$ cat config.mk
export PLATFORM = sky130hd
export DESIGN_NAME = filter_mul_arbiter
export DESIGN_NICKNAME = d
export VERILOG_FILES = /design/src/rtl/filter_mul_arbiter.sv
export SDC_FILE = /design/constraint.sdc
export NUM_CORES = 1
export LEC_CHECK = 0
export ABC_AREA = 1
export BUFFER_PORTS_ARGS = -buffer_cell sky130_fd_sc_hd__clkbuf_2
export CAP_MARGIN = 20
export CORE_AREA = 2 2 124 175
export DETAILED_ROUTE_END_ITERATION = 12
export DIE_AREA = 0 0 126 177
export GPL_ROUTABILITY_DRIVEN = 0
export GPL_TIMING_DRIVEN = 0
export PLACE_DENSITY = 0.81
export SYNTH_ARGS = -nofsm -noshare
export SYNTH_HDL_FRONTEND = slang
export SYNTH_SLANG_ARGS = --single-unit
$ cat constraint.sdc
create_clock -name ap_clk -period 7 [get_ports ap_clk]
set_input_delay 1.75 -clock ap_clk [delete_from_list [all_inputs] [get_ports ap_clk]]
set_output_delay 1.75 -clock ap_clk [all_outputs]
set_load 0.02 [all_outputs]
$ cat src/rtl/filter_mul_arbiter.sv
// filter_mul_arbiter: NUM_REQ filter-tap requesters share one pipelined signed x unsigned multiplier.
// Build option FILTER_MUL_ARB_RR_EN selects round-robin grants; without it the lowest index wins.

module filter_mul_arbiter_lane #(
   parameter int W = 30
) (
   input  logic         ap_clk,
   input  logic         ap_rst,
   input  logic         req_valid,
   input  logic         grant,
   input  logic         load,
   input  logic         rsp_ready,
   input  logic [W-1:0] p,
   output logic         elig,
   output logic         outst,
   output logic         rsp_valid,
   output logic [W-1:0] rsp_dout
);
   assign elig = req_valid & ~outst;

   // outst blocks a second issue, so load never meets a busy response register
   always_ff @(posedge ap_clk) begin
      if (ap_rst) begin
         outst     <= 1'b0;
         rsp_valid <= 1'b0;
         rsp_dout  <= '0;
      end else begin
         if (grant)
            outst <= 1'b1;
         else if (rsp_valid & rsp_ready)
            outst <= 1'b0;
         if (load) begin
            rsp_valid <= 1'b1;
            rsp_dout  <= p;
         end else if (rsp_ready) begin
            rsp_valid <= 1'b0;
         end
      end
   end
endmodule

module filter_mul_arbiter #(
   parameter int NUM_REQ    = 4,
   parameter int NUM_STAGE  = 2,
   parameter int din0_WIDTH = 24,
   parameter int din1_WIDTH = 6,
   parameter int dout_WIDTH = 30
) (
   input  logic                            ap_clk,
   input  logic                            ap_rst,
   input  logic [NUM_REQ-1:0]              req_valid,
   output logic [NUM_REQ-1:0]              req_ready,
   input  logic [NUM_REQ*din0_WIDTH-1:0]   req_din0,
   input  logic [NUM_REQ*din1_WIDTH-1:0]   req_din1,
   output logic [NUM_REQ-1:0]              rsp_valid,
   input  logic [NUM_REQ-1:0]              rsp_ready,
   output logic [NUM_REQ*dout_WIDTH-1:0]   rsp_dout,
   output logic                            busy
);
   localparam int IDW = $clog2(NUM_REQ);

   typedef struct packed {
      logic [IDW-1:0]        id;
      logic [dout_WIDTH-1:0] p;
   } stage_t;

   logic [NUM_REQ-1:0][din0_WIDTH-1:0] din0_a;
   logic [NUM_REQ-1:0][din1_WIDTH-1:0] din1_a;
   logic [NUM_REQ-1:0][dout_WIDTH-1:0] dout_a;
   logic [NUM_REQ-1:0]                 elig, outst;
   logic [IDW-1:0]                     gnt_id;
   logic                               gnt_any;
   logic signed [dout_WIDTH-1:0]       a_ext, b_ext, prod;
   logic                               fin_vld, busy_pipe;
   stage_t                             fin;

   assign din0_a = req_din0;
   assign din1_a = req_din1;

`ifdef FILTER_MUL_ARB_RR_EN
   logic [IDW-1:0] ptr;

   // scan from the highest offset down so the first eligible slot after ptr wins
   always_comb begin
      int idx;
      idx     = 0;
      gnt_any = 1'b0;
      gnt_id  = '0;
      for (int k = NUM_REQ-1; k >= 0; k--) begin
         idx = int'(ptr) + k;
         if (idx >= NUM_REQ) idx = idx - NUM_REQ;
         if (elig[idx]) begin
            gnt_any = 1'b1;
            gnt_id  = IDW'(idx);
         end
      end
   end

   always_ff @(posedge ap_clk) begin
      if (ap_rst)
         ptr <= '0;
      else if (gnt_any)
         ptr <= (int'(gnt_id) == NUM_REQ-1) ? '0 : gnt_id + 1'b1;
   end
`else
   always_comb begin
      gnt_any = 1'b0;
      gnt_id  = '0;
      for (int k = NUM_REQ-1; k >= 0; k--) begin
         if (elig[k]) begin
            gnt_any = 1'b1;
            gnt_id  = IDW'(k);
         end
      end
   end
`endif

   always_comb begin
      req_ready = '0;
      if (gnt_any) req_ready[gnt_id] = 1'b1;
   end

   // both operands widened to the product width so the signed multiply is exact
   assign a_ext = {{din1_WIDTH{din0_a[gnt_id][din0_WIDTH-1]}}, din0_a[gnt_id]};
   assign b_ext = {{din0_WIDTH{1'b0}}, din1_a[gnt_id]};
   assign prod  = a_ext * b_ext;

   generate
      if (NUM_STAGE == 1) begin : g_direct
         assign fin_vld   = gnt_any;
         assign fin.id    = gnt_id;
         assign fin.p     = prod;
         assign busy_pipe = 1'b0;
      end else begin : g_pipe
         logic [NUM_STAGE-1:1] vld_pipe;
         stage_t               pl_pipe [NUM_STAGE-1:1];

         always_ff @(posedge ap_clk) begin
            if (ap_rst) begin
               vld_pipe <= '0;
            end else begin
               vld_pipe[1] <= gnt_any;
               for (int k = 2; k < NUM_STAGE; k++) vld_pipe[k] <= vld_pipe[k-1];
            end
            pl_pipe[1] <= '{id: gnt_id, p: prod};
            for (int k = 2; k < NUM_STAGE; k++) pl_pipe[k] <= pl_pipe[k-1];
         end

         assign fin_vld   = vld_pipe[NUM_STAGE-1];
         assign fin       = pl_pipe[NUM_STAGE-1];
         assign busy_pipe = |vld_pipe;
      end

      for (genvar i = 0; i < NUM_REQ; i++) begin : g_lane
         filter_mul_arbiter_lane #(.W(dout_WIDTH)) u_lane (
            .ap_clk    (ap_clk),
            .ap_rst    (ap_rst),
            .req_valid (req_valid[i]),
            .grant     (req_ready[i]),
            .load      (fin_vld && (fin.id == IDW'(i))),
            .rsp_ready (rsp_ready[i]),
            .p         (fin.p),
            .elig      (elig[i]),
            .outst     (outst[i]),
            .rsp_valid (rsp_valid[i]),
            .rsp_dout  (dout_a[i])
         );
      end
   endgenerate

   assign rsp_dout = dout_a;
   assign busy     = busy_pipe | (|outst);
endmodule

==> results.toml <==
[floorplan]
dieArea_um2 = 22300
io_pins = 259
num_rows = 63
die_w_um = 126
chipHeight_um = 177
core_region_area_um2 = 20810
start_util_pct = 55.07

[synth]
ys_seq_area_share_pct = 28.12
synth.top_cell.area_share_pct = 28.12
synthesis.nets = 1824
synthDistinctLibCells = 38
synth-seq-cells = 161
ys_warn_count = 0
syn_area_um2 = 11460
syn_inst = 1538
syn_area_per_cell_um2 = 7.452
synth_area_leaders = "dfxtp_1 28%, fa_1 17%, nand2_1 12%"
yosysTopAreaCell = "dfxtp_1"

[placed_design]
placed_cells = 2055
dp_hpwl_um = 28470
io_buffer_count = 257

[detailed_routing]
wl_per_cell_um = 16.81
drc = 0
via_per_inst = 5.517
drtAntennaViolNets = 0
drt_iter0_drc = 725
via_count = 11510
totalWireLength_um = 35080
drt-pass1-iter-count = 5

[pwr]
p_leak_nw = 6.811
peakVddDrop_uv = 301.8
power_per_cell_area_nw_per_um2 = 594.1

[timing]
drv_slew = 0
tns_ps = 0
finalCritPeriodShare_pct = 96.60
fin_worst_skew_ps = 8.446
rsz0062_at_grt = "false"
setup_viol_count_final = 0
max_slew_margin_pct = 51.48
hold_viol_final = 0
whs_ps = 458.3
fmax_mhz = 147.9
tightest_slew_ps = 727.9
min_period_ps = 6762

[global_route]
antenna_found_initial = 0
grt_start_max_net_pins = 14
grt_pass1_wl_um = 56590
track_usage_pct = 31.57
grt-ovfl-total = 0
grt_pass1_vias = 11840

[worst_setup_path]
startpoint_type = "input port"
crit_start = "req_valid[0]"
r2r-start = "g_lane[0].u_lane.outst$_SDFFE_PP0P_"
path_max_fanout = 10
r2r_slack_ps = 1220
cp-endpoint = "g_pipe.pl_pipe[1][23]$_DFF_P_"
cp_data_arrival_time_ps = 7110
reg2regPathDepth = 23
cp.required_ps = 7350
worstSetupPathType = "in -> reg"
cp-end-kind = "flip-flop"
r2r_end = "g_pipe.pl_pipe[1][23]$_DFF_P_"

[cts]
clockRootBuffer = "clkbuf_16"
htreeDepth = 4
numClockSinks = 161
clk_pin_slew_ps = 60
cts_tree = "built"
insertion_delay_ps = 460
hold_buffers = 0
clk_path_buf_depth = 3
cts_buffers = 25

[final_layout]
layout.cells.non_filler = 2086
nNetsFinal = 2108
multi_input_area_um2 = 7081
drive_gt1_share_pct = 19.44
nFillCells = 1783
mostFrequentLayoutCells = "379 x nand2_1, 257 x clkbuf_2, 181 x inv_1"
layout_commonest_cell = "nand2_1"
register_area_um2 = 3223
syn2layout_area_growth_pct = 20.16
diodes = 0

[run]
cap_violations = 0

[status]
outcome = "complete, no violations"

[worst_hold_path]
min_path_type = "reg -> reg"
==> worst max-delay path: stages <==
cell and delay, ps:
clkbuf_2 80, nand2_2 140, nand2_4 150, nor2_4 70, inv_2 180, buf_2 340
o22ai_1 170, a21oi_1 260, inv_1 180, nor2_1 170, fa_1 470, fa_1 520
fa_1 500, inv_1 50, fa_1 490, inv_1 40, ha_1 390, nand2_1 150
nor2_1 330, nand2_1 100, or3_1 420, nand4_1 100, nand2_1 60
==> worst min-delay path by stage <==
| stage | start | endpoint | cells past startpoint |
|---|---|---|---|
| CTS | g_lane[2].u_lane.rsp_dout[4]$_SDFFE_PP0P_ | g_lane[2].u_lane.rsp_dout[4]$_SDFFE_PP0P_ | 2 |
| detailed placement | g_lane[2].u_lane.rsp_dout[4]$_SDFFE_PP0P_ | g_lane[2].u_lane.rsp_dout[4]$_SDFFE_PP0P_ | 2 |
| finish | g_lane[1].u_lane.rsp_dout[16]$_SDFFE_PP0P_ | g_lane[1].u_lane.rsp_dout[16]$_SDFFE_PP0P_ | 2 |
| floorplan | g_lane[0].u_lane.outst$_SDFFE_PP0P_ | g_lane[0].u_lane.outst$_SDFFE_PP0P_ | 2 |
| global placement | g_lane[2].u_lane.rsp_dout[27]$_SDFFE_PP0P_ | g_lane[2].u_lane.rsp_dout[27]$_SDFFE_PP0P_ | 2 |
| global route | g_lane[2].u_lane.rsp_dout[17]$_SDFFE_PP0P_ | g_lane[2].u_lane.rsp_dout[17]$_SDFFE_PP0P_ | 2 |
==> report_power, final <==
group          leakage (nW)  total (W)  switching, W  internal (W)
logic                  5.16    0.00582       0.00369       0.00213
clock network         0.336    0.00104      0.000370      0.000666
registers              1.32    0.00133      0.000172       0.00116
==> sequential cells by signal (all words and copies together) (netlist names) <==
name and cells:
busy_pipe 1, g_lane.u_lane.outst 4, g_lane.u_lane.rsp_dout 120, g_lane.u_lane.rsp_valid 4, g_pipe.pl_pipe 32
==> final cells by class <==
cell class / instances / share of cell area, %
buffer: 85 / 3.289
clock buffer: 30 / 4.897
clock inverter: 1 / 0.03634
inverter: 193 / 5.260
multi-input combinational: 1099 / 51.41
sequential: 161 / 23.40
tap: 260 / 2.362
timing repair buffer: 257 / 9.339
==> logic make-up (layout without fill, tap and decap cells) <==
kind of cell / Yosys count / in the layout / synth area share (%)
AO/OA/AOI/OAI: 238 / 238 / 11.44
XOR/XNOR: 25 / 25 / 1.910
adder cells (fa/ha/maj): 156 / 156 / 23.38
buffers and inverters: 278 / 566 / 10.27
flip-flops: 161 / 161 / 28.12
AND/OR/NAND/NOR: 680 / 680 / 24.87
==> cells in the mapped netlist <==
library cell	count
a21boi_0	3
a21o_1	3
a21oi_1	170
a21oi_2	3
a22o_1	1
a31oi_1	2
buf_1	5
buf_2	11
buf_4	10
buf_6	11
clkbuf_1	48
dfxtp_1	161
fa_1	97
ha_1	59
inv_1	181
inv_2	12
nand2_1	379
nand2_2	2
nand2_4	5
nand3_1	38
nand4_1	64
nor2_1	174
nor2_2	2
nor2_4	2
nor3_1	6
nor4_1	1
o211ai_1	1
o21a_1	1
o21ai_0	17
o21bai_1	7
o21bai_2	3
o221ai_1	5
o22ai_1	22
or2_1	2
or2_2	4
or3_1	1
xnor2_1	10
xor2_1	15
==> metal layers <==
layer	global-route usage [%]	part of all wire (%)	vias up
met2	59.23	52	595
met1	33.14	36	5307
li1	-	-	5452
met4	19.64	6.3	0
met3	3.900	5.9	154
met5	0	0	-
==> per-stage QoR <==
stage / setup WS, ps / power (W) / util (%) / area, um^2
3_5_place_dp: -464.7 / 0.007021 / 62.82 / 13070
3_3_place_gp: -456.5 / 0.006872 / 62.82 / 13070
6_report: 238.3 / 0.008182 / 66.18 / 13770
5_1_grt: 9.969 / 0.009037 / 66.18 / 13770
2_1_floorplan: 562.2 / 0.005593 / - / 11460
4_1_cts: 28.07 / 0.008076 / 66.08 / 13750
==> what timing repair did <==
action | CTS | global route
resized for setup | 0 | 5
setup endpoints to repair | 0 | 6
setup buffers | 0 | 0
Note: power is estimated with default switching activity, not from simulation.
